--- config.mk ---
export PLATFORM = sky130hd
export DESIGN_NAME = program_counter_ras_flat
export DESIGN_NICKNAME = d
export VERILOG_FILES = /design/src/rtl/program_counter_ras_if.sv /design/src/rtl/program_counter_ras.sv /design/src/flat_wrapper.sv
export SDC_FILE = /design/constraint.sdc
export NUM_CORES = 1
export LEC_CHECK = 0
export CAP_MARGIN = 5
export CORE_UTILIZATION = 30
export CTS_CLUSTER_DIAMETER = 120
export DETAILED_ROUTE_END_ITERATION = 10
export HOLD_SLACK_MARGIN = 0.08
export PLACE_DENSITY_LB_ADDON = 0.12
export SLEW_MARGIN = 20
export SYNTH_ARGS = -nofsm -noshare
export SYNTH_HDL_FRONTEND = slang
export SYNTH_SLANG_ARGS = --single-unit
--- constraint.sdc ---
create_clock -name clk -period 9.85 [get_ports clk]
set_input_delay 2.955 -clock clk [delete_from_list [all_inputs] [get_ports clk]]
set_output_delay 2.955 -clock clk [all_outputs]
set_load 0.005 [all_outputs]
--- src/rtl/program_counter_ras_if.sv ---
// Fetch-control bus between decoder/register file and the PC generator.
// The package carries the branch-condition encoding and status flag positions
// shared by both sides of the bus.

package program_counter_ras_pkg;

  typedef enum logic [2:0] {
    ZERO             = 3'd0,
    NOT_ZERO         = 3'd1,
    NEGATIVE         = 3'd2,
    POSITIVE         = 3'd3,
    CARRY_SET        = 3'd4,
    CARRY_CLEARED    = 3'd5,
    OVERFLOW_SET     = 3'd6,
    OVERFLOW_CLEARED = 3'd7
  } branch_condition_e;

  localparam int ZERO_FLAG     = 0;
  localparam int POSITIVE_FLAG = 1;
  localparam int CARRY_FLAG    = 2;
  localparam int OVERFLOW_FLAG = 3;

endpackage

interface program_counter_ras_if #(
  parameter int I_ADDR_W = 12,
  parameter int DATA_W   = 8
);

  logic                                  stall;
  logic [I_ADDR_W-1:0]                   imar;
  logic [I_ADDR_W-1:0]                   address_immediate;
  logic                                  jump_branch_select;
  logic                                  immediate_select;
  logic                                  unconditional_branch;
  logic                                  pc_relative;
  logic [DATA_W-1:0]                     status_register;
  program_counter_ras_pkg::branch_condition_e branch_condition;
  logic                                  call;
  logic                                  ret;
  logic [I_ADDR_W-1:0]                   pc;
  logic                                  branch_taken;

  // Decoder side: drives control, observes the fetch address.
  modport master (
    output stall, imar, address_immediate, jump_branch_select, immediate_select,
           unconditional_branch, pc_relative, status_register, branch_condition,
           call, ret,
    input  pc, branch_taken
  );

  // PC generator side.
  modport slave (
    input  stall, imar, address_immediate, jump_branch_select, immediate_select,
           unconditional_branch, pc_relative, status_register, branch_condition,
           call, ret,
    output pc, branch_taken
  );

endinterface

--- src/rtl/program_counter_ras.sv ---
// Instruction fetch address generator with return-address stack.
// Next PC is chosen from debug load, return, taken branch/call or sequential
// increment. The RAS is a circular buffer: pushing when full silently drops
// the oldest entry, popping when empty leaves the pointer alone. All state is
// registered; only branch_taken is combinational.

module program_counter_ras
  import program_counter_ras_pkg::*;
#(
  parameter int                  I_ADDR_W     = 12,
  parameter int                  INST_W_BYTES = 2,
  parameter int                  DATA_W       = 8,
  parameter int                  RAS_DEPTH    = 4,
  parameter logic [I_ADDR_W-1:0] RESET_VECTOR = '0
) (
  input  logic                           clk,
  input  logic                           rst_n,
  program_counter_ras_if.slave           bus,
  input  logic                           debug_enable,
  input  logic                           debug_step,
  input  logic                           debug_pc_load,
  input  logic [I_ADDR_W-1:0]            debug_pc_value,
  output logic [$clog2(RAS_DEPTH+1)-1:0] ras_count,
  output logic                           ras_overflow,
  output logic                           ras_underflow
);

  localparam int CNT_W = $clog2(RAS_DEPTH + 1);
  localparam int PTR_W = $clog2(RAS_DEPTH);

  localparam logic [I_ADDR_W-1:0] PC_INC   = I_ADDR_W'(INST_W_BYTES);
  localparam logic [CNT_W-1:0]    CNT_FULL = CNT_W'(RAS_DEPTH);
  localparam logic [PTR_W-1:0]    PTR_LAST = PTR_W'(RAS_DEPTH - 1);

  // Circular pointer helpers; explicit wrap keeps non-power-of-two depths legal.
  function automatic logic [PTR_W-1:0] ptr_inc(input logic [PTR_W-1:0] p);
    logic [PTR_W-1:0] r;
    if (p == PTR_LAST) begin
      r = '0;
    end else begin
      r = p + PTR_W'(1);
    end
    return r;
  endfunction

  function automatic logic [PTR_W-1:0] ptr_dec(input logic [PTR_W-1:0] p);
    logic [PTR_W-1:0] r;
    if (p == '0) begin
      r = PTR_LAST;
    end else begin
      r = p - PTR_W'(1);
    end
    return r;
  endfunction

  // State
  logic [I_ADDR_W-1:0] pc_r;
  logic [I_ADDR_W-1:0] ras_mem_r [RAS_DEPTH];
  logic [PTR_W-1:0]    top_r;
  logic [CNT_W-1:0]    count_r;
  logic                overflow_r;
  logic                underflow_r;
  logic                step_q_r;

  // Next-state
  logic [I_ADDR_W-1:0] pc_next_s;
  logic [PTR_W-1:0]    top_next_s;
  logic [CNT_W-1:0]    count_next_s;
  logic                overflow_next_s;
  logic                underflow_next_s;
  logic                push_s;

  // Decode helpers
  logic                step_edge_s;
  logic                advance_s;
  logic                load_s;
  logic                cond_s;
  logic                taken_s;
  logic                call_ok_s;
  logic [I_ADDR_W-1:0] seq_pc_s;
  logic [I_ADDR_W-1:0] target_s;
  logic [I_ADDR_W-1:0] offset_s;
  logic [I_ADDR_W-1:0] base_s;

  // Upper status bits carry no meaning for the fetch unit.
  logic unused_status_s;
  assign unused_status_s = ^bus.status_register[DATA_W-1:4];

  assign step_edge_s = debug_step & ~step_q_r;
  assign advance_s   = ~bus.stall & (~debug_enable | step_edge_s);
  assign load_s      = debug_enable & debug_pc_load;
  assign call_ok_s   = bus.call & bus.jump_branch_select & bus.unconditional_branch;
  assign seq_pc_s    = pc_r + PC_INC;

  // Resolve the condition code against the status flags and qualify it.
  always_comb begin
    cond_s = 1'b0;
    case (bus.branch_condition)
      ZERO:             cond_s =  bus.status_register[ZERO_FLAG];
      NOT_ZERO:         cond_s = ~bus.status_register[ZERO_FLAG];
      NEGATIVE:         cond_s = ~bus.status_register[POSITIVE_FLAG];
      POSITIVE:         cond_s =  bus.status_register[POSITIVE_FLAG];
      CARRY_SET:        cond_s =  bus.status_register[CARRY_FLAG];
      CARRY_CLEARED:    cond_s = ~bus.status_register[CARRY_FLAG];
      OVERFLOW_SET:     cond_s =  bus.status_register[OVERFLOW_FLAG];
      OVERFLOW_CLEARED: cond_s = ~bus.status_register[OVERFLOW_FLAG];
      default:          cond_s = 1'b0;
    endcase

    taken_s = 1'b0;
    if (!bus.jump_branch_select) begin
      taken_s = 1'b0;
    end else if (bus.unconditional_branch) begin
      taken_s = 1'b1;
    end else begin
      taken_s = cond_s;
    end
  end

  // Branch target: optional PC base plus register or immediate offset, mod 2^I_ADDR_W.
  always_comb begin
    base_s = '0;
    if (bus.pc_relative) begin
      base_s = pc_r;
    end else begin
      base_s = '0;
    end

    offset_s = bus.imar;
    if (bus.immediate_select) begin
      offset_s = bus.address_immediate;
    end else begin
      offset_s = bus.imar;
    end

    target_s = base_s + offset_s;
  end

  // Next PC and RAS bookkeeping: debug load > ret > taken branch/call > sequential.
  always_comb begin
    pc_next_s        = pc_r;
    top_next_s       = top_r;
    count_next_s     = count_r;
    overflow_next_s  = overflow_r;
    underflow_next_s = underflow_r;
    push_s           = 1'b0;

    if (load_s) begin
      pc_next_s = debug_pc_value;
    end else if (advance_s) begin
      if (bus.ret) begin
        if (count_r != '0) begin
          pc_next_s    = ras_mem_r[top_r];
          top_next_s   = ptr_dec(top_r);
          count_next_s = count_r - CNT_W'(1);
        end else begin
          pc_next_s        = seq_pc_s;
          underflow_next_s = 1'b1;
        end
      end else if (taken_s) begin
        pc_next_s = target_s;
        if (call_ok_s) begin
          push_s     = 1'b1;
          top_next_s = ptr_inc(top_r);
          if (count_r == CNT_FULL) begin
            overflow_next_s = 1'b1;
          end else begin
            count_next_s = count_r + CNT_W'(1);
          end
        end else begin
          push_s = 1'b0;
        end
      end else begin
        pc_next_s = seq_pc_s;
      end
    end else begin
      pc_next_s = pc_r;
    end
  end

  // PC, pointer, occupancy and sticky flag registers.
  always_ff @(posedge clk) begin
    if (!rst_n) begin
      pc_r        <= RESET_VECTOR;
      top_r       <= '0;
      count_r     <= '0;
      overflow_r  <= 1'b0;
      underflow_r <= 1'b0;
    end else begin
      pc_r        <= pc_next_s;
      top_r       <= top_next_s;
      count_r     <= count_next_s;
      overflow_r  <= overflow_next_s;
      underflow_r <= underflow_next_s;
    end
  end

  // Return-address storage; a push writes the slot the pointer moves to.
  always_ff @(posedge clk) begin
    if (!rst_n) begin
      for (int i = 0; i < RAS_DEPTH; i++) begin
        ras_mem_r[i] <= '0;
      end
    end else if (push_s) begin
      ras_mem_r[top_next_s] <= seq_pc_s;
    end else begin
      ras_mem_r <= ras_mem_r;
    end
  end

  // Debug step history, sampled every cycle so a step seen during stall is consumed.
  always_ff @(posedge clk) begin
    if (!rst_n) begin
      step_q_r <= 1'b0;
    end else begin
      step_q_r <= debug_step;
    end
  end

  assign bus.pc           = pc_r;
  assign bus.branch_taken = taken_s;
  assign ras_count        = count_r;
  assign ras_overflow     = overflow_r;
  assign ras_underflow    = underflow_r;

endmodule
--- src/flat_wrapper.sv ---
// flat-port wrapper written by rule: the top's interface ports become plain ports
module program_counter_ras_flat import program_counter_ras_pkg::*;
#(
  parameter int                  I_ADDR_W     = 12,
  parameter int                  INST_W_BYTES = 2,
  parameter int                  DATA_W       = 8,
  parameter int                  RAS_DEPTH    = 4,
  parameter logic [I_ADDR_W-1:0] RESET_VECTOR = '0
)
  (clk, rst_n, debug_enable, debug_step, debug_pc_load, debug_pc_value, ras_count, ras_overflow, ras_underflow, bus_stall, bus_imar, bus_address_immediate, bus_jump_branch_select, bus_immediate_select, bus_unconditional_branch, bus_pc_relative, bus_status_register, bus_branch_condition, bus_call, bus_ret, bus_pc, bus_branch_taken);
  program_counter_ras_if #(.I_ADDR_W(I_ADDR_W), .DATA_W(DATA_W)) bus_i ();
  input  logic clk;
  input  logic rst_n;
  input  logic debug_enable;
  input  logic debug_step;
  input  logic debug_pc_load;
  input  logic [I_ADDR_W-1:0] debug_pc_value;
  output logic [$clog2(RAS_DEPTH+1)-1:0] ras_count;
  output logic ras_overflow;
  output logic ras_underflow;
  input wire logic [$bits(bus_i.stall)-1:0] bus_stall;
  input wire logic [$bits(bus_i.imar)-1:0] bus_imar;
  input wire logic [$bits(bus_i.address_immediate)-1:0] bus_address_immediate;
  input wire logic [$bits(bus_i.jump_branch_select)-1:0] bus_jump_branch_select;
  input wire logic [$bits(bus_i.immediate_select)-1:0] bus_immediate_select;
  input wire logic [$bits(bus_i.unconditional_branch)-1:0] bus_unconditional_branch;
  input wire logic [$bits(bus_i.pc_relative)-1:0] bus_pc_relative;
  input wire logic [$bits(bus_i.status_register)-1:0] bus_status_register;
  input wire logic [$bits(bus_i.branch_condition)-1:0] bus_branch_condition;
  input wire logic [$bits(bus_i.call)-1:0] bus_call;
  input wire logic [$bits(bus_i.ret)-1:0] bus_ret;
  output wire logic [$bits(bus_i.pc)-1:0] bus_pc;
  output wire logic [$bits(bus_i.branch_taken)-1:0] bus_branch_taken;
  assign bus_i.stall = bus_stall;
  assign bus_i.imar = bus_imar;
  assign bus_i.address_immediate = bus_address_immediate;
  assign bus_i.jump_branch_select = bus_jump_branch_select;
  assign bus_i.immediate_select = bus_immediate_select;
  assign bus_i.unconditional_branch = bus_unconditional_branch;
  assign bus_i.pc_relative = bus_pc_relative;
  assign bus_i.status_register = bus_status_register;
  assign bus_i.branch_condition = bus_branch_condition;
  assign bus_i.call = bus_call;
  assign bus_i.ret = bus_ret;
  assign bus_pc = bus_i.pc;
  assign bus_branch_taken = bus_i.branch_taken;
  program_counter_ras #(.I_ADDR_W(I_ADDR_W), .INST_W_BYTES(INST_W_BYTES), .DATA_W(DATA_W), .RAS_DEPTH(RAS_DEPTH), .RESET_VECTOR(RESET_VECTOR)) u_core (.clk(clk), .rst_n(rst_n), .bus(bus_i), .debug_enable(debug_enable), .debug_step(debug_step), .debug_pc_load(debug_pc_load), .debug_pc_value(debug_pc_value), .ras_count(ras_count), .ras_overflow(ras_overflow), .ras_underflow(ras_underflow));
endmodule
=== After elaboration in Yosys (flattened, before gate mapping) ===
Cells that the tools add are included.

* Bits in registers: 68
* Bits in latches: 0
* Bits in writable memories: 0
* Bits in read-only memories: 0
* Input port bits: 59
* Output and inout port bits: 18
* Word-level logic and storage cells: 92
* Memories: 0

* Add/sub/neg operators: 6
* Multiply operators: 0
* Div/mod/pow operators: 0
* Order comparisons: 3
* Eq/ne operators: 11
* Shift operators: 0
* Muxes and demuxes: 34
* Bitwise gates (word level): 18
* Reduce and logical (&&, ||, !) cells: 10

{| class="wikitable"
|+ Operators by type and width
! kind !! number
|-
| two-way mux 12 bit || 10
|-
| bitwise mux 48 bit || 1
|-
| binary-select mux 12 bit (select 2 bit) || 1
|-
| demux 12 bit (select 2 bit) || 1
|-
| two-way mux 2 bit || 8
|-
| == test 3 bit, second input constant || 5
|-
| two-way mux 3 bit || 5
|-
| adder 12 bit || 1
|-
| adder 12 x 2 -> 12 bit, second input constant || 1
|-
| AND reduction 6 bit || 2
|-
| inverter 1 bit || 10
|-
| one-hot mux 1 bit (8 select lines) || 1
|-
| two-way mux 1 bit || 7
|-
| == test 3 x 2 -> 1 bit, second input constant || 2
|-
| greater-or-equal comparator 3 bit, second input constant || 2
|-
| inverter 2 -> 3 bit || 2
|-
| nonzero test 2 bit || 3
|-
| AND 1 bit || 5
|-
| AND reduction 4 bit || 1
|-
| adder 3 x 1 -> 3 bit, second input constant || 1
|-
| == test 3 x 1 -> 1 bit, second input constant || 1
|-
| zero test 3 bit || 1
|-
| < comparator 3 x 1 -> 1 bit, second input constant || 1
|-
| nonzero test 3 bit || 1
|-
| 9 further kinds || 9
|}

=== Depth between registers and ports, before layout ===
* Depth in word-level cells: 14
* Depth in mapped cells: 11
* Depth with buffers taken out: 10

=== Least setup slack after synthesis ===
No wires, ideal clock.

* Kind: in2out
* Start point: input port bus_branch_condition[1]
* End point: output port bus_branch_taken
* Arrival time: 3.886 ns
* Data required time: 6.895 ns
* Path slack: 3.009 ns
* Stages on the path: 4
* Path buffers: 1
* Path through: nor2b_4 or4b_4 and4_4 buf_6

* Longest elaborated chain between the ends: 4
* Elaborated cells between the ends (all ways): 11
* Classes of those cells: eq/ne (7); mux (3); reduce/logical (1)

{| class="wikitable"
|+ RTL lines
! what !! line !! text
|-
| start: declaration || flat_wrapper.sv:29 || <nowiki>input wire logic [$bits(bus_i.branch_condition)-1:0] bus_branch_condition;</nowiki>
|-
| == test 3 bit, or another cell as far along || program_counter_ras.sv:98 || <nowiki>case (bus.branch_condition)</nowiki>
|-
| one-hot mux 1 bit (8 select lines) (*) || program_counter_ras.sv:98 ||
|-
| two-way mux 1 bit (*) || program_counter_ras.sv:113 || <nowiki>end else if (bus.unconditional_branch) begin</nowiki>
|-
| two-way mux 1 bit (*) || program_counter_ras.sv:111 || <nowiki>if (!bus.jump_branch_select) begin</nowiki>
|-
| end: declaration || flat_wrapper.sv:33 || <nowiki>output wire logic [$bits(bus_i.branch_taken)-1:0] bus_branch_taken;</nowiki>
|}

Mark *: on every way between the ends. The rest lies on a longest branch, timed or not.

=== Final worst setup path ===
Same ends and word-level chain as after synthesis.

==> summary.md <==
| Metric | Value |
|---|---|
| Status | `finished clean` |
| Yosys warns | `0` |
| Reg2reg setup slack | `7.03 ns` |
| Worst-Margin Slew | `0.969 ns` |
| Routed WL | `12300 µm` |
| CP Launch Type | `input pin` |
| Io pins | `77` |
| PostCTS Resize Cnt | `0` |
| Starting Density | `30.8%` |
| CTS sink cnt | `68` |
| CTS Buffer Depth | `2` |
| DRT antenna net count | `0` |
| Overall Global Routing Usage | `16.3%` |
| Post-Synthesis Cells | `485` |
| Clock transition at the registers of the reported paths | `0.05 ns` |
| Initial DRT Pass Iterations | `4` |
| Routability cong. | `0.775` |
| Crit Reg-Reg Startpoint | `u_core.top_r[1]$_SDFF_PN0_` |
| Final Core Density | `38.1%` |
| Clock skew | `0.00667 ns` |
| Critical Path RT | `6.90 ns` |
| CP endpoint kind | `output port` |
| Post-Layout Cell Count | `726` |
| Yosys cell types | `71` |
| Final Slew Violations | `0` |
| Design area | `5550 µm²` |
| RSZ-0062 raised after global routing | `false` |
| Period utilization | `79.5%` |
| Worst skew pair latency | `0.33 ns` |
| Core area | `14600 µm²` |
| CTS tree | `done` |
| Hold Path Origin | `u_core.ras_underflow$_SDFFE_PN0P_` |
| Pwr Density | `140 nW/µm²` |
| Setup repair bufs after CTS | `0` |
| Cell Area, Placed | `5230 µm²` |
| CP arrival | `4.87 ns` |
| Finish-stage setup viols | `0` |
| Commonest cells post-synth | `dfxtp_1 (68), nand2_1 (58), o211a_1 (37)` |
| Hold EP | `u_core.ras_underflow$_SDFFE_PN0P_` |
| Crit Path Class | `input pin to output port` |
| Die Y | `124 µm` |
| Mapped Area | `4490 µm²` |
| Max-cap violations | `0` |
| Seq/Total Area, Yosys | `30.3%` |
| Post-synth EDFFs | `0` |
| FF-to-FF End | `u_core.ras_mem_r[25]$_SDFFE_PN0P_` |
| CTS H-tree depth | `3` |
| Final hold vios | `0` |
| Hold Path Depth | `1` |
| Slowest CP cell | `clkdlybuf4s50_1` |
| DP HPWL | `8910 µm` |
| Ranking of synthesized cells by area | `dfxtp_1 (30%), o211a_1 (8.3%), mux4_2 (6.0%)` |
| Fmax | `128 MHz` |
| CTS root buf | `clkbuf_16` |
| Net count of the finished layout | `612` |
| Drt via density | `5.28` |
| Fin crit period | `7.83 ns` |
| GR Overflow Total | `0` |
| # port buffers | `72` |
| Largest net degree at the start of global routing | `71` |
| Cts bufs inserted | `9` |
| Slew HR | `35.2%` |
| Full die area | `15500 µm²` |
| Delay of the slowest critical-path stage | `0.52 ns` |
| Fraction of layout cells with a size suffix above 1 | `11.3%` |
| Synthesized area per cell | `9.25 µm²` |
| Synth area leader | `dfxtp_1` |
| Crit-path max FO | `7` |
| Standard-cell rows | `44` |
| Worst r2r path cells | `7` |
| Die Wd | `124 µm` |
| Post-Syn Nets | `560` |
| Hold Path Class | `flop to flop` |
| Via count | `3830` |
| Post-synth top area share | `30.3%` |
| Peak supply drop | `0.0000694 V` |
| Count of hold-fix buffers inserted at cts | `0` |
| Antenna violations before repair | `0` |
| Pleak | `2.39 nW` |
| Initial DRC count | `165` |
| Flops & latches, synth | `68` |
| Most common cell in the netlist | `dfxtp_1` |
| Ys async rst share | `0%` |
| Area grow syn2layout | `23.7%` |
| Wire length per cell | `16.9 µm` |
| Worst path cell trace | `clkdlybuf4s50_1, mux2i_1, mux2i_1, and4_4, clkdlybuf4s50_1` |
| First-pass GRT wire length | `20100 µm` |
| Vias in the first global route | `3865` |
| Setup TNS | `0 ns` |
| Placed Cells | `710` |
| # diodes | `0` |
| Ys flop type | `dfxtp_1` |
| DRC | `0` |
[kinds of logic (layout without fill, tap and decap cells)]
| group | Yosys count | after routing | share of synthesized area (%) |
|---|---|---|---|
| AND/OR/NAND/NOR | 159 | 159 | 19.6 |
| multiplexers | 39 | 39 | 12.3 |
| AO/OA/AOI/OAI | 136 | 136 | 23.3 |
| adder cells (fa/ha/maj) | 16 | 16 | 4.80 |
| buffers and inverters | 49 | 106 | 6.13 |
| XOR/XNOR | 18 | 18 | 3.51 |
| flip-flops | 68 | 68 | 30.3 |
[worst max-delay path, delay by kind of cell]
| kind | cells | cell delay [ns] |
|---|---|---|
| mux | 2 | 0.54 |
| simple gates | 1 | 0.33 |
| buf+inv | 2 | 1.04 |
[stage by stage]
stage | power, mW | hold slack [ns] | setup WS (ns)
global placement | 0.435 | 0.449 | 2.04
detailed placement | 0.436 | 0.454 | 2.01
floorplan | 0.378 | 0.464 | 3.01
finish | 0.775 | 0.461 | 2.02
global route | 0.812 | 0.494 | 1.89
CTS | 0.786 | 0.466 | 2.00
[report_power, final]
| group | internal, mW | total, mW | leakage (nW) | switching, mW |
|---|---|---|---|---|
| clock | 0.228 | 0.345 | 0.153 | 0.117 |
| sequential | 0.282 | 0.294 | 0.551 | 0.0120 |
| combinational | 0.0674 | 0.136 | 1.69 | 0.0689 |
| total | 0.577 | 0.775 | 2.39 | 0.198 |
[final cells by class]
type | instances | area, µm²
clock buffer | 12 | 246
clock inverter | 4 | 72.6
fill | 1471 | 9040
inverter | 16 | 60.1
multi-input combinational | 368 | 2850
sequential | 68 | 1360
tap | 184 | 230
timing repair buffer | 74 | 731
[sequential cells by signal, summed over array words and instances, names as in the netlist]
| name | flops |
|---|---|
| u_core.bus.pc | 12 |
| u_core.ras_overflow | 1 |
| u_core.ras_underflow | 1 |
| u_core.ras_count | 3 |
| u_core.top_r | 2 |
| u_core.ras_mem_r | 48 |
| u_core.step_q_r | 1 |
[worst max-delay path by stage]
stage	slack [ns]	depth (start not counted)	endpoint	start
2_1_floorplan	3.01	4	bus_branch_taken	bus_branch_condition[1]
3_3_place_gp	2.04	5	bus_branch_taken	bus_branch_condition[1]
3_5_place_dp	2.01	5	bus_branch_taken	bus_branch_condition[1]
4_1_cts	2.00	5	bus_branch_taken	bus_branch_condition[1]
5_1_grt	1.89	5	bus_branch_taken	bus_branch_condition[1]
6_report	2.02	5	bus_branch_taken	bus_branch_condition[1]
[layer usage]
layer	vias up	GRT usage [%]	part of all wire, %
met3	19	3.35	4.2
met2	91	27.7	49
met1	1827	20.5	45
met4	0	5.67	1.9
li1	1893	-	-
met5	-	0	0
[layout by cell type, fill, tap and decap left out, types with 3 or more instances in the layout]
| cell type | netlist | layout |
|---|---|---|
| nor3_1 | 4 | 4 |
| o211a_1 | 37 | 37 |
| xor2_1 | 9 | 9 |
| dfxtp_1 | 68 | 68 |
| a211oi_1 | 5 | 5 |
| nand2_2 | 4 | 4 |
| o211ai_1 | 8 | 8 |
| clkbuf_16 | 0 | 9 |
| inv_1 | 16 | 16 |
| mux2i_1 | 17 | 17 |
| nor2b_1 | 12 | 12 |
| a221oi_1 | 3 | 3 |
| and2_1 | 16 | 16 |
| and3_1 | 5 | 5 |
| ha_1 | 14 | 14 |
| nor2_1 | 19 | 19 |
| and4_1 | 3 | 3 |
| a21oi_1 | 23 | 23 |
| o21bai_1 | 4 | 4 |
| o21ai_0 | 25 | 25 |
| or3_1 | 4 | 4 |
| mux4_2 | 12 | 12 |
| nor3_4 | 3 | 3 |
| xnor2_1 | 9 | 9 |
| nand2_1 | 58 | 58 |
| nand3_1 | 7 | 7 |
| clkdlybuf4s50_1 | 0 | 71 |
| nand4_1 | 3 | 3 |
| a31oi_1 | 4 | 4 |
| mux2_2 | 10 | 10 |
(Power assumes the default switching activity.)
